[src/rtl/id_stage_pipe_if.sv]
// IF->ID fetch channel and ID->EX decoded-bundle channel, both valid/ready.
interface id_stage_pipe_if #(
  parameter int XLEN = 32
);
  logic            in_valid;
  logic            in_ready;
  logic [XLEN-1:0] in_pc;
  logic [31:0]     in_instr;

  logic            out_valid;
  logic            out_ready;
  logic [XLEN-1:0] out_pc;
  logic [XLEN-1:0] out_imme;
  logic [4:0]      out_rs1;
  logic [4:0]      out_rs2;
  logic [4:0]      out_rd;
  logic [2:0]      out_funct3;
  logic [3:0]      out_alu_op;
  logic            out_md_en;
  logic [2:0]      out_md_op;
  logic [11:0]     out_ctrl;
  logic            out_illegal;

  modport master (
    output in_valid, in_pc, in_instr, out_ready,
    input  in_ready, out_valid, out_pc, out_imme, out_rs1, out_rs2, out_rd,
           out_funct3, out_alu_op, out_md_en, out_md_op, out_ctrl, out_illegal
  );

  modport slave (
    input  in_valid, in_pc, in_instr, out_ready,
    output in_ready, out_valid, out_pc, out_imme, out_rs1, out_rs2, out_rd,
           out_funct3, out_alu_op, out_md_en, out_md_op, out_ctrl, out_illegal
  );
endinterface

[src/rtl/id_stage_pipe.sv]
// Registered RV32 decode stage, 1-cycle latency from accept to out_*.
// in_ready drops on a load-use hazard or while EX leaves the held bundle unconsumed.
module id_stage_pipe #(
  parameter int XLEN  = 32,
  parameter bit M_EXT = 1'b1,
  parameter int CNT_W = 16
) (
  input  logic             clk,
  input  logic             rst_n,
  input  logic             flush,
  id_stage_pipe_if.slave   bus,
  output logic [CNT_W-1:0] stall_cnt
);
  localparam logic [6:0] OP_R      = 7'b0110011;
  localparam logic [6:0] OP_IMM    = 7'b0010011;
  localparam logic [6:0] OP_LOAD   = 7'b0000011;
  localparam logic [6:0] OP_STORE  = 7'b0100011;
  localparam logic [6:0] OP_BRANCH = 7'b1100011;
  localparam logic [6:0] OP_JAL    = 7'b1101111;
  localparam logic [6:0] OP_JALR   = 7'b1100111;
  localparam logic [6:0] OP_LUI    = 7'b0110111;
  localparam logic [6:0] OP_AUIPC  = 7'b0010111;
  localparam logic [6:0] OP_SYSTEM = 7'b1110011;

  localparam logic [3:0] ALU_ADD  = 4'd0;
  localparam logic [3:0] ALU_SUB  = 4'd1;
  localparam logic [3:0] ALU_SLL  = 4'd2;
  localparam logic [3:0] ALU_SLT  = 4'd3;
  localparam logic [3:0] ALU_SLTU = 4'd4;
  localparam logic [3:0] ALU_XOR  = 4'd5;
  localparam logic [3:0] ALU_SRL  = 4'd6;
  localparam logic [3:0] ALU_SRA  = 4'd7;
  localparam logic [3:0] ALU_OR   = 4'd8;
  localparam logic [3:0] ALU_AND  = 4'd9;

  typedef struct packed {
    logic       jal;
    logic       jalr;
    logic       branch;
    logic       lui;
    logic       auipc;
    logic       reg_wen;
    logic       mem_wen;
    logic       mem_ren;
    logic       alu_b_src;
    logic [1:0] reg_src;
    logic       ebreak;
  } ctrl_t;

  typedef struct packed {
    logic [XLEN-1:0] pc;
    logic [XLEN-1:0] imme;
    logic [4:0]      rs1;
    logic [4:0]      rs2;
    logic [4:0]      rd;
    logic [2:0]      funct3;
    logic [3:0]      alu_op;
    logic            md_en;
    logic [2:0]      md_op;
    ctrl_t           ctrl;
    logic            illegal;
  } bundle_t;

  function automatic logic [3:0] alu_sel(input logic [2:0] f3, input logic alt);
    case (f3)
      3'b000:  alu_sel = alt ? ALU_SUB : ALU_ADD;
      3'b001:  alu_sel = ALU_SLL;
      3'b010:  alu_sel = ALU_SLT;
      3'b011:  alu_sel = ALU_SLTU;
      3'b100:  alu_sel = ALU_XOR;
      3'b101:  alu_sel = alt ? ALU_SRA : ALU_SRL;
      3'b110:  alu_sel = ALU_OR;
      default: alu_sel = ALU_AND;
    endcase
  endfunction

  logic [31:0]      instr;
  logic [6:0]       opcode;
  logic [2:0]       funct3;
  logic [6:0]       funct7;
  logic             illegal;
  logic             rs2_used;
  logic             hazard;
  logic             xfer;
  bundle_t          dec;
  bundle_t          bundle_d, bundle_q;
  logic             out_valid_d, out_valid_q;
  logic [CNT_W-1:0] stall_cnt_d, stall_cnt_q;

  assign instr  = bus.in_instr;
  assign opcode = instr[6:0];
  assign funct3 = instr[14:12];
  assign funct7 = instr[31:25];

  always_comb begin
    illegal    = 1'b0;
    dec        = '0;
    dec.pc     = bus.in_pc;
    dec.rs1    = instr[19:15];
    dec.rs2    = instr[24:20];
    dec.rd     = instr[11:7];
    dec.funct3 = funct3;
    dec.alu_op = ALU_ADD;
    case (opcode)
      OP_R: begin
        dec.ctrl.alu_b_src = 1'b1;
        dec.alu_op         = alu_sel(funct3, funct7[5]);
        if (funct7 == 7'b0000001) begin
          illegal   = ~M_EXT;
          dec.md_en = M_EXT;
          dec.md_op = M_EXT ? funct3 : 3'd0;
          if (M_EXT) dec.alu_op = ALU_ADD;
        end else begin
          illegal = !((funct7 == 7'b0000000) ||
                      ((funct7 == 7'b0100000) && ((funct3 == 3'b000) || (funct3 == 3'b101))));
        end
      end
      OP_IMM: begin
        dec.imme   = XLEN'($signed(instr[31:20]));
        dec.alu_op = alu_sel(funct3, funct7[5] & (funct3 == 3'b101));
        // Shift-immediate funct7 must be a real shift encoding
        illegal    = ((funct3 == 3'b001) && (funct7 != 7'b0000000)) ||
                     ((funct3 == 3'b101) && (funct7 != 7'b0000000) && (funct7 != 7'b0100000));
      end
      OP_LOAD: begin
        dec.imme         = XLEN'($signed(instr[31:20]));
        dec.ctrl.reg_src = 2'b01;
      end
      OP_STORE: dec.imme = XLEN'($signed({instr[31:25], instr[11:7]}));
      OP_BRANCH: begin
        dec.imme           = XLEN'($signed({instr[31], instr[7], instr[30:25], instr[11:8], 1'b0}));
        dec.ctrl.branch    = 1'b1;
        dec.ctrl.alu_b_src = 1'b1;
        dec.alu_op         = funct3[1] ? ALU_SLTU : ALU_SLT;
        illegal            = (funct3[2:1] == 2'b01);
      end
      OP_JAL: begin
        dec.imme         = XLEN'($signed({instr[31], instr[19:12], instr[20], instr[30:21], 1'b0}));
        dec.ctrl.jal     = 1'b1;
        dec.ctrl.reg_src = 2'b10;
      end
      OP_JALR: begin
        dec.imme         = XLEN'($signed(instr[31:20]));
        dec.ctrl.jalr    = 1'b1;
        dec.ctrl.reg_src = 2'b10;
      end
      OP_LUI: begin
        dec.imme         = XLEN'($signed({instr[31:12], 12'h000}));
        dec.ctrl.lui     = 1'b1;
        dec.ctrl.reg_src = 2'b11;
      end
      OP_AUIPC: begin
        dec.imme       = XLEN'($signed({instr[31:12], 12'h000}));
        dec.ctrl.auipc = 1'b1;
      end
      OP_SYSTEM: dec.imme = XLEN'($signed(instr[31:20]));
      default:   illegal  = 1'b1;
    endcase
    dec.ctrl.ebreak  = (instr == 32'h0010_0073);
    dec.ctrl.reg_wen = !((opcode == OP_STORE) || (opcode == OP_BRANCH) ||
                         (opcode == 7'd0) || illegal);
    dec.ctrl.mem_wen = (opcode == OP_STORE) & ~illegal;
    dec.ctrl.mem_ren = (opcode == OP_LOAD) & ~illegal;
    // Illegal bundles still travel to EX so it can raise the trap, but must not act
    if (illegal) begin
      dec.ctrl.jal    = 1'b0;
      dec.ctrl.jalr   = 1'b0;
      dec.ctrl.branch = 1'b0;
    end
    dec.illegal = illegal;
  end

  assign rs2_used = (opcode == OP_R) || (opcode == OP_STORE) || (opcode == OP_BRANCH);
  assign hazard   = bus.in_valid & out_valid_q & bundle_q.ctrl.mem_ren & (bundle_q.rd != 5'd0) &
                    ((instr[19:15] == bundle_q.rd) | (rs2_used & (instr[24:20] == bundle_q.rd)));
  assign bus.in_ready = ~hazard & (~out_valid_q | bus.out_ready);
  assign xfer         = bus.in_valid & bus.in_ready & ~flush;

  always_comb begin
    out_valid_d = out_valid_q;
    bundle_d    = bundle_q;
    stall_cnt_d = stall_cnt_q;
    if (flush) begin
      out_valid_d = 1'b0;
    end else if (xfer) begin
      out_valid_d = 1'b1;
      bundle_d    = dec;
    end else if (bus.out_ready) begin
      out_valid_d = 1'b0;
    end
    if (hazard && (stall_cnt_q != '1)) stall_cnt_d = stall_cnt_q + CNT_W'(1);
  end

  always_ff @(posedge clk or negedge rst_n) begin
    if (!rst_n) begin
      out_valid_q <= 1'b0;
      bundle_q    <= '0;
      stall_cnt_q <= '0;
    end else begin
      out_valid_q <= out_valid_d;
      bundle_q    <= bundle_d;
      stall_cnt_q <= stall_cnt_d;
    end
  end

  assign bus.out_valid   = out_valid_q;
  assign bus.out_pc      = bundle_q.pc;
  assign bus.out_imme    = bundle_q.imme;
  assign bus.out_rs1     = bundle_q.rs1;
  assign bus.out_rs2     = bundle_q.rs2;
  assign bus.out_rd      = bundle_q.rd;
  assign bus.out_funct3  = bundle_q.funct3;
  assign bus.out_alu_op  = bundle_q.alu_op;
  assign bus.out_md_en   = bundle_q.md_en;
  assign bus.out_md_op   = bundle_q.md_op;
  assign bus.out_ctrl    = bundle_q.ctrl;
  assign bus.out_illegal = bundle_q.illegal;
  assign stall_cnt       = stall_cnt_q;
endmodule
[src/flat_wrapper.sv]
// flat-port wrapper written by rule: the top's interface ports become plain ports
module id_stage_pipe_flat 
#(
  parameter int XLEN  = 32,
  parameter bit M_EXT = 1'b1,
  parameter int CNT_W = 16
)
  (clk, rst_n, flush, stall_cnt, bus_in_valid, bus_in_pc, bus_in_instr, bus_out_ready, bus_in_ready, bus_out_valid, bus_out_pc, bus_out_imme, bus_out_rs1, bus_out_rs2, bus_out_rd, bus_out_funct3, bus_out_alu_op, bus_out_md_en, bus_out_md_op, bus_out_ctrl, bus_out_illegal);
  id_stage_pipe_if #(.XLEN(XLEN)) bus_i ();
  input  logic clk;
  input  logic rst_n;
  input  logic flush;
  output logic [CNT_W-1:0] stall_cnt;
  input wire logic [$bits(bus_i.in_valid)-1:0] bus_in_valid;
  input wire logic [$bits(bus_i.in_pc)-1:0] bus_in_pc;
  input wire logic [$bits(bus_i.in_instr)-1:0] bus_in_instr;
  input wire logic [$bits(bus_i.out_ready)-1:0] bus_out_ready;
  output wire logic [$bits(bus_i.in_ready)-1:0] bus_in_ready;
  output wire logic [$bits(bus_i.out_valid)-1:0] bus_out_valid;
  output wire logic [$bits(bus_i.out_pc)-1:0] bus_out_pc;
  output wire logic [$bits(bus_i.out_imme)-1:0] bus_out_imme;
  output wire logic [$bits(bus_i.out_rs1)-1:0] bus_out_rs1;
  output wire logic [$bits(bus_i.out_rs2)-1:0] bus_out_rs2;
  output wire logic [$bits(bus_i.out_rd)-1:0] bus_out_rd;
  output wire logic [$bits(bus_i.out_funct3)-1:0] bus_out_funct3;
  output wire logic [$bits(bus_i.out_alu_op)-1:0] bus_out_alu_op;
  output wire logic [$bits(bus_i.out_md_en)-1:0] bus_out_md_en;
  output wire logic [$bits(bus_i.out_md_op)-1:0] bus_out_md_op;
  output wire logic [$bits(bus_i.out_ctrl)-1:0] bus_out_ctrl;
  output wire logic [$bits(bus_i.out_illegal)-1:0] bus_out_illegal;
  assign bus_i.in_valid = bus_in_valid;
  assign bus_i.in_pc = bus_in_pc;
  assign bus_i.in_instr = bus_in_instr;
  assign bus_i.out_ready = bus_out_ready;
  assign bus_in_ready = bus_i.in_ready;
  assign bus_out_valid = bus_i.out_valid;
  assign bus_out_pc = bus_i.out_pc;
  assign bus_out_imme = bus_i.out_imme;
  assign bus_out_rs1 = bus_i.out_rs1;
  assign bus_out_rs2 = bus_i.out_rs2;
  assign bus_out_rd = bus_i.out_rd;
  assign bus_out_funct3 = bus_i.out_funct3;
  assign bus_out_alu_op = bus_i.out_alu_op;
  assign bus_out_md_en = bus_i.out_md_en;
  assign bus_out_md_op = bus_i.out_md_op;
  assign bus_out_ctrl = bus_i.out_ctrl;
  assign bus_out_illegal = bus_i.out_illegal;
  id_stage_pipe #(.XLEN(XLEN), .M_EXT(M_EXT), .CNT_W(CNT_W)) u_core (.clk(clk), .rst_n(rst_n), .flush(flush), .bus(bus_i), .stall_cnt(stall_cnt));
endmodule
[config.mk]
export PLATFORM = sky130hd
export DESIGN_NAME = id_stage_pipe_flat
export DESIGN_NICKNAME = d
export VERILOG_FILES = /design/src/rtl/id_stage_pipe_if.sv /design/src/rtl/id_stage_pipe.sv /design/src/flat_wrapper.sv
export SDC_FILE = /design/constraint.sdc
export NUM_CORES = 1
export LEC_CHECK = 0
export ABC_AREA = 1
export CORE_MARGIN = 2
export CORE_UTILIZATION = 40
export DETAILED_ROUTE_END_ITERATION = 8
export PLACE_DENSITY = 0.8
export SLEW_MARGIN = 20
export SYNTH_ARGS = -nofsm -noshare
export SYNTH_HDL_FRONTEND = slang
export SYNTH_SLANG_ARGS = --single-unit
[constraint.sdc]
create_clock -name clk -period 4.2 [get_ports clk]
set_input_delay 0.84 -clock clk [delete_from_list [all_inputs] [get_ports clk]]
set_output_delay 0.84 -clock clk [all_outputs]
set_load 0.01 [all_outputs]
Yosys cells after proc, flatten, opt, wreduce, memory -nomap -nowiden --
Cells that the tools add are included.
Cells by class: bitwise operators 17, reduce and logical (&&, ||, !) cells 27, $add $sub $neg 1, mux-type cells 24, eq/ne operators 24
Operators with widths (number):
- $pmux W32 S5 | 1
- $pmux W4 S7 | 2
- $eq A32 B21 Y1 const B | 1
- $eq A7 B6 Y1 const B | 4
- $eq A7 B7 Y1 const B | 4
- $add A16 B1 Y16 const B | 1
- $ne A16 B16 Y1 const B | 1
- $eq A7 B5 Y1 const B | 2
- $logic_not A7 Y1 | 2
- $mux W1 | 14
- $pmux W4 S3 | 1
- $and A1 B1 Y1 | 11
- $eq A5 B5 Y1 | 2
- $eq A3 B3 Y1 const B | 3
- $logic_or A1 B1 Y1 | 8
- $mux W8 | 1
- $eq A7 B1 Y1 const B | 1
- $eq A7 B2 Y1 const B | 1
- $ne A7 B6 Y1 const B | 1
- $reduce_bool A7 Y1 | 1
- $reduce_or A7 Y1 | 1
- $eq A3 B2 Y1 const B | 2
- $mux W3 | 2
- $pmux W2 S3 | 1
- other kinds (14) | 25
Storage, ports and cells: bits of input ports 69, output and inout bits 121, word-level logic and storage cells 116, bits in registers 120

Longest topological paths before layout --
Gate-level depths: netlist of run 1.
word-level depth 12, mapped depth 13

Worst setup path before layout of run 1 --
No wires, ideal clock.
path kind input to output, start point input port bus_in_instr[1], end point output port bus_in_ready, cell stages on the path 9, setup slack 1.777 ns, data arrival time 1.583 ns, data required time 3.360 ns, cells stage by stage nand2_1 > nor2_4 > nand2_2 > nand2_1 > nand3_1 > nand2_1 > nand2_2 > nand2_2 > inv_1
On the way: cells in the longest elaborated chain, start to end 8, elaborated cells on any way between the ends 10
Ends and longest elaborated chain:
- start: declaration | RTL line flat_wrapper.sv:16 | input wire logic [$bits(bus_i.in_instr)-1:0] bus_in_instr;
- $eq A7 B6 Y1 | RTL line id_stage_pipe.sv:173 | assign rs2_used = (opcode == OP_R) || (opcode == OP_STORE) || (opcode == OP_BRANCH);
- $logic_or A1 B1 Y1 | RTL line id_stage_pipe.sv:173
- $logic_or A1 B1 Y1 (*) | RTL line id_stage_pipe.sv:173
- $and A1 B1 Y1 (*) | RTL line id_stage_pipe.sv:175 | ((instr[19:15] == bundle_q.rd) | (rs2_used & (instr[24:20] == bundle_q.rd)));
- $or A1 B1 Y1 (*) | RTL line id_stage_pipe.sv:175
- $and A1 B1 Y1 (*) | RTL line id_stage_pipe.sv:174 | assign hazard = bus.in_valid & out_valid_q & bundle_q.ctrl.mem_ren & (bundle_q.rd != 5'd0) &
- $not A1 Y1 (*) | RTL line id_stage_pipe.sv:176 | assign bus.in_ready = ~hazard & (~out_valid_q | bus.out_ready);
- $and A1 B1 Y1 (*) | RTL line id_stage_pipe.sv:176
- end: declaration | RTL line flat_wrapper.sv:18 | output wire logic [$bits(bus_i.in_ready)-1:0] bus_in_ready;
Every way passes the cells marked *; elsewhere a longest branch is shown, timed or not.

Worst setup path in the final report of run 1 --
start point input port bus_in_instr[3], end point output port bus_in_ready
Same word-level chain as after synthesis.

==> flow_metrics.py, run 1 <==
metrics = {
    "status": {
        "outcome": "finished clean",
    },
    "route": {
        "dr.pass1.iters": 5,
        "routedWlPerCell_um": 14.8,
        "post-route-drc-count": 0,
        "ant_nets": 0,
        "drt_iter0_drc": 496,
        "via_per_inst": 4.94,
        "wirelength_um": 16700,
        "vias": 5563,
    },
    "critical_path": {
        "startpoint_type": "input port",
        "crit_required_ps": 3360,
        "reg2reg_slack_ps": 2050,
        "worst_ep_arrival_time_ps": 2850,
        "rr_worst_depth": 12,
        "critPathCaptureType": "output pin",
        "crit_fanout": 6,
        "worst-setup-path-type": "input port to output pin",
    },
    "sta": {
        "tns_ps": 0,
        "finalClockSkew_ps": 6.71,
        "worst_slew_pin_slew_ps": 801,
        "fmax_mhz": 271,
        "period_needed_ps": 3690,
        "rsz0062_at_grt": "false",
        "period_share": 0.879,
        "maxSlewHeadroom": 0.466,
        "setup_viol": 0,
        "slew_viol_final": 0,
        "hold_violations": 0,
    },
    "synthesis": {
        "synth_cells": 746,
        "yosys-top-cells-area": "dfrtp_1 52%, nand2_1 22%, o21ai_0 4.1%",
        "yosys_warnings": 0,
        "yosysTopAreaCellShare": 0.518,
        "ys_seq_area_frac": 0.518,
        "yosysTopAreaCell": "dfrtp_1",
        "synth_area_per_cell_sq_um": 7.77,
        "synth_fp_nets": 816,
        "yosysUniqueCellTypes": 31,
        "synth_seq_cells": 120,
        "syn_area_sq_um": 5790,
    },
    "clock_network": {
        "cts-buffers-inserted": 17,
        "path_clk_slew_ps": 50,
        "insertion_delay_ps": 410,
        "cts_setup_buffers": 0,
        "cts_max_level": 4,
        "cts_hold_buf": 0,
        "cts_root_buf": "clkbuf_16",
        "cts_tree": "built",
        "clock_path_buffers": 2,
        "cts_resized": 0,
        "cts_sinks": 120,
    },
    "min_path": {
        "hp-class": "flip-flop to flip-flop",
        "hold_path_depth": 2,
    },
    "global_route": {
        "track_usage": 0.222,
        "grt_max_degree": 62,
        "grt_pass1_vias": 5386,
        "grt_antenna_before_repair": 0,
        "overflow": 0,
        "grt_pass1_wl_um": 27500,
    },
    "power": {
        "powerDensity_nw_per_um2": 393,
        "power_mw": 3.31,
        "vdd_ir_drop_max_mv": 0.253,
        "cellLeakagePower_nw": 4.14,
    },
    "placement": {
        "place_hpwl_um": 12000,
        "globalplace.congestion": 0.892,
        "portBuffers": 189,
        "dp_cells": 1094,
    },
    "layout": {
        "num_antenna_cells": 0,
        "area_growth_pct": 45.3,
        "fin_util": 0.602,
        "fin_nets": 1003,
        "fin_cells": 1125,
        "drive_above_1_share": 0.0571,
    },
    "die": {
        "core_sq_um": 14000,
        "start_util": 0.414,
        "dieArea_sq_um": 15500,
        "rows": 43,
        "ios": 190,
        "die_x_um": 124,
        "die_h_um": 124,
    },
    "job": {
        "cap_violations": 0,
    },
}
## worst max-delay path, cell delays in order
cell	delay [ps]
clkdlybuf4s50_1	520
inv_2	110
nand2_2	70
nor2_4	140
nand2_2	90
nand2_1	110
nand3_1	90
nand2_1	150
nand2_2	100
nand2_2	100
inv_1	40
clkdlybuf4s50_1	480
## sequential cells by signal (all words and copies together), names as in the netlist
signal	cells
u_core.bus.out_rs2	5
u_core.bus.out_valid	1
u_core.bus.out_md_op	3
u_core.bus.out_rs1	5
u_core.bus.out_ctrl	12
u_core.bus.out_imme	32
u_core.bus.out_md_en	1
u_core.bus.out_funct3	3
u_core.bus.out_pc	32
u_core.bus.out_alu_op	4
u_core.bus.out_illegal	1
u_core.bus.out_rd	5
u_core.stall_cnt	16
## kinds of logic after synthesis
group,count (synthesis),share of synthesized area
AOI/OAI and AO/OA,86,0.0773
xor gates and xnor gates,21,0.0317
adders and majority gates,1,0.00216
buffers and inverters,82,0.0656
DFF,120,0.518
and+or+nand+nor,436,0.305
## cells in the final DEF, fill, tap and decap left out, types with 3 or more instances in the layout
master / Yosys / routed
buf_4: 2 / 7
nor3_1: 12 / 12
nand2_1: 334 / 334
nor2_1: 37 / 37
inv_2: 3 / 3
o21ai_1: 11 / 11
inv_1: 50 / 50
clkinv_2: 0 / 5
clkbuf_8: 0 / 3
nand2_2: 4 / 4
clkbuf_16: 0 / 17
clkdlybuf4s50_1: 0 / 188
nand3_1: 30 / 30
a21oi_1: 18 / 18
dfrtp_1: 120 / 120
o22ai_1: 4 / 4
xnor2_1: 7 / 7
nand4_1: 6 / 6
o21ai_0: 48 / 48
xor2_1: 14 / 14
nor2_2: 3 / 3
bufinv_16: 0 / 3
## cell type report
| cell class | count | area, sq um |
|---|---|---|
| fill | 1283 | 5570 |
| sequential | 120 | 3000 |
| multi-input combinational | 544 | 2420 |
| timing repair buffer | 197 | 1970 |
| clock buffer | 22 | 474 |
| tap | 180 | 225 |
| inverter | 53 | 199 |
| clock inverter | 9 | 123 |
## per-stage QoR
step | area [sq um] | hold slack, ps | setup slack (ps)
2_1_floorplan | 5790 | 513 | 1780
3_3_place_gp | 7820 | 461 | 538
3_5_place_dp | 7820 | 464 | 482
5_1_grt | 8420 | 496 | 350
4_1_cts | 8420 | 479 | 482
6_report | 8420 | 475 | 508
## path summary, 6_finish.rpt
check                                      startpoint                     to
worst min-delay path            u_core.bus.out_pc[31]  u_core.bus.out_pc[31]
worst max register to register   u_core.bus.out_rd[0]   u_core.bus.out_pc[3]
max in group asynchronous                       rst_n   u_core.bus.out_pc[0]
worst max-delay path                  bus_in_instr[3]           bus_in_ready
min in group asynchronous                       rst_n  u_core.bus.out_rs1[4]
worst min register to register  u_core.bus.out_pc[31]  u_core.bus.out_pc[31]
## synthesized netlist by cell type
| cell type | number |
|---|---|
| nor2_2 | 3 |
| buf_2 | 16 |
| nor3_1 | 12 |
| clkbuf_1 | 5 |
| o31ai_1 | 1 |
| o22ai_1 | 4 |
| nor2_4 | 2 |
| inv_1 | 50 |
| nand3_2 | 2 |
| nand3b_1 | 2 |
| buf_4 | 2 |
| ha_1 | 1 |
| a22oi_1 | 1 |
| xnor2_1 | 7 |
| o21ai_1 | 11 |
| o2111ai_1 | 1 |
| dfrtp_1 | 120 |
| buf_6 | 6 |
| o21ai_0 | 48 |
| nand2_1 | 334 |
| nand4_1 | 6 |
| inv_2 | 3 |
| a31oi_1 | 1 |
| xor2_1 | 14 |
| nor2_1 | 37 |
| o211ai_1 | 1 |
| nand2_2 | 4 |
| or2_2 | 2 |
| a21oi_1 | 18 |
| nor4_1 | 2 |
| nand3_1 | 30 |
## report_power, final
part	switching [mW]	internal, mW	total (mW)
clock network	0.505	0.971	1.48
logic	0.251	0.274	0.525
registers	0.0607	1.25	1.31
## metal layers
metal  up-vias  GRT usage  wire (um)
met3        29     0.0558       1160
met1      2596      0.299       7370
li1       2725          -          -
met4         0     0.0945        414
met2       213      0.340       7730
met5         -          0          0
Power figures use the tool's default switching activity.
==> inputs of run 2 (changes only) <==
--- a/config.mk
+++ b/config.mk
@@ -7,9 +7,9 @@
 export LEC_CHECK = 0
 export ABC_AREA = 1
 export CORE_MARGIN = 2
-export CORE_UTILIZATION = 40
+export CORE_UTILIZATION = 50
 export DETAILED_ROUTE_END_ITERATION = 8
-export PLACE_DENSITY = 0.8
+export PLACE_DENSITY = 0.95
 export SLEW_MARGIN = 20
 export SYNTH_ARGS = -nofsm -noshare
 export SYNTH_HDL_FRONTEND = slang
==> run 2 against run 1 <==
Against the previous run: clock-buffer cell count increased by 3; via count increased by 5.4%; flip-flop and latch count unchanged; maximum frequency decreased by 2.2%; routed wire length increased by 5.0%; global-route usage increased by 7.0 points; critical endpoint unchanged; largest power group unchanged.
==> flow_metrics.py, run 2 (synthesized netlist as in run 1, its figures left out) <==
metrics = {
    "route": {
        "ant_nets": 0,
        "via_per_inst": 5.39,
        "vias": 5866,
        "post-route-drc-count": 0,
        "dr.pass1.iters": 5,
        "drt_iter0_drc": 577,
        "routedWlPerCell_um": 16.1,
        "wirelength_um": 17500,
    },
    "sta": {
        "period_share": 0.899,
        "rsz0062_at_grt": "false",
        "tns_ps": 0,
        "worst_slew_pin_slew_ps": 688,
        "period_needed_ps": 3780,
        "setup_viol": 0,
        "finalClockSkew_ps": 6.56,
        "hold_violations": 0,
        "maxSlewHeadroom": 0.537,
        "fmax_mhz": 265,
        "slew_viol_final": 0,
    },
    "global_route": {
        "overflow": 0,
        "grt_max_degree": 76,
        "track_usage": 0.291,
        "grt_pass1_vias": 5794,
        "grt_antenna_before_repair": 0,
        "grt_pass1_wl_um": 28800,
    },
    "clock_network": {
        "cts-buffers-inserted": 17,
        "cts_root_buf": "clkbuf_16",
        "cts_max_level": 4,
        "cts_setup_buffers": 0,
        "cts_sinks": 120,
        "insertion_delay_ps": 420,
        "cts_resized": 0,
        "clock_path_buffers": 2,
        "path_clk_slew_ps": 50,
        "cts_hold_buf": 0,
        "cts_tree": "built",
    },
    "critical_path": {
        "cp_num_buf_inv": 4,
        "crit_top_cell": "nand2_2",
        "crit_required_ps": 3360,
        "worst-setup-path-type": "input port to output pin",
        "crit_fanout": 6,
        "max_stage_delay_ps": 530,
        "worst_ep_arrival_time_ps": 2940,
        "startpoint_type": "input port",
        "path_delay_family": "buffers and inverters",
        "crit_slowest_cell": "clkdlybuf4s50_1",
        "critPathCaptureType": "output pin",
        "path_cells": "clkdlybuf4s50_1 -> inv_2 -> nand2_2 -> nor2_4 -> nand2_2 -> nand2_1 -> nand3_1 -> nand2_1 -> nand2_2 -> nand2_2 -> inv_1 -> clkdlybuf4s50_1",
    },
    "min_path": {
        "hp-class": "input port to asynchronous set/reset pin",
    },
    "power": {
        "vdd_ir_drop_max_mv": 0.433,
        "cellLeakagePower_nw": 4.18,
        "powerDensity_nw_per_um2": 414,
        "power_mw": 3.50,
    },
    "layout": {
        "fin_util": 0.744,
        "num_antenna_cells": 0,
        "nFillCells": 823,
        "area_growth_pct": 45.9,
        "layout_commonest_cell": "nand2_1",
        "final_cell_mix": "334 x nand2_1, 188 x clkdlybuf4s50_1, 120 x dfrtp_1, 50 x inv_1, 48 x o21ai_0",
        "drive_above_1_share": 0.0571,
        "fin_nets": 1002,
    },
    "die": {
        "core_sq_um": 11400,
        "ios": 190,
        "dieArea_sq_um": 12500,
        "rows": 39,
        "die_h_um": 112,
        "die_x_um": 112,
        "start_util": 0.510,
    },
    "placement": {
        "globalplace.congestion": 0.881,
        "portBuffers": 189,
        "place_hpwl_um": 12100,
    },
    "status": {
        "outcome": "finished clean",
    },
    "job": {
        "cap_violations": 0,
    },
}
-- run 2: cell types whose count changed in the layout (fill, tap and decap cells not counted), sizes merged --
cell and delta:
clkinvlp -1, clkbuf +3, bufinv +2, buf -1
clkinv -3
-- run 2: layout make-up --
cell class | instances | area [sq um] | share of cell area
Clock buffer | 25 | 515 | 0.0610
Clock inverter | 7 | 160 | 0.0189
Inverter | 53 | 199 | 0.0235
Multi-Input combinational cell | 544 | 2420 | 0.286
Sequential cell | 120 | 3000 | 0.355
Tap cell | 143 | 179 | 0.0212
Timing Repair Buffer | 196 | 1980 | 0.234
-- run 2: power breakdown --
group          switching [mW]  leakage [nW]  internal [mW]  total, mW
clock network           0.507         0.333           1.15       1.65
registers              0.0646          1.55           1.25       1.31
logic                   0.257          2.29          0.274      0.531
-- run 2: metrics by stage --
step	setup slack (ps)	instances	area [sq um]	hold WS (ps)
after floorplan	1780	746	5790	513
after global placement	549	1056	7780	461
after detailed placement	463	1056	7780	464
after CTS	444	1088	8450	479
after global routing	291	1088	8450	499
final	424	1088	8450	460
-- run 2: worst register-to-register path, delay by kind of cell (launching register included) --
kind                   cells  cell delay, ps
flip-flops                 1             460
AND/OR/NAND/NOR            9            1060
AO/OA/AOI/OAI              1             110
buffers and inverters      2             550
-- run 2: routing by layer --
metal / up-vias / share of wire / global-route usage
met3: 78 / 0.077 / 0.0648
met2: 308 / 0.49 / 0.479
li1: 2724 / - / -
met4: 0 / 0.047 / 0.155
met5: - / 0 / 0
met1: 2756 / 0.39 / 0.360
-- run 2: path summary, 6_finish.rpt --
check                                      from                       to  slack [ps]  depth (start not counted)
hold / removal                            rst_n    u_core.bus.out_rs2[4]         460                          1
min in group clk           u_core.bus.out_pc[4]     u_core.bus.out_pc[4]         480                          2
setup reg to reg           u_core.bus.out_rd[0]    u_core.bus.out_rs2[1]        1890                         12
hold reg to reg            u_core.bus.out_pc[4]     u_core.bus.out_pc[4]         480                          2
setup / recovery                bus_in_instr[3]             bus_in_ready         420                         12
max in group asynchronous                 rst_n  u_core.bus.out_imme[29]        2930                          2
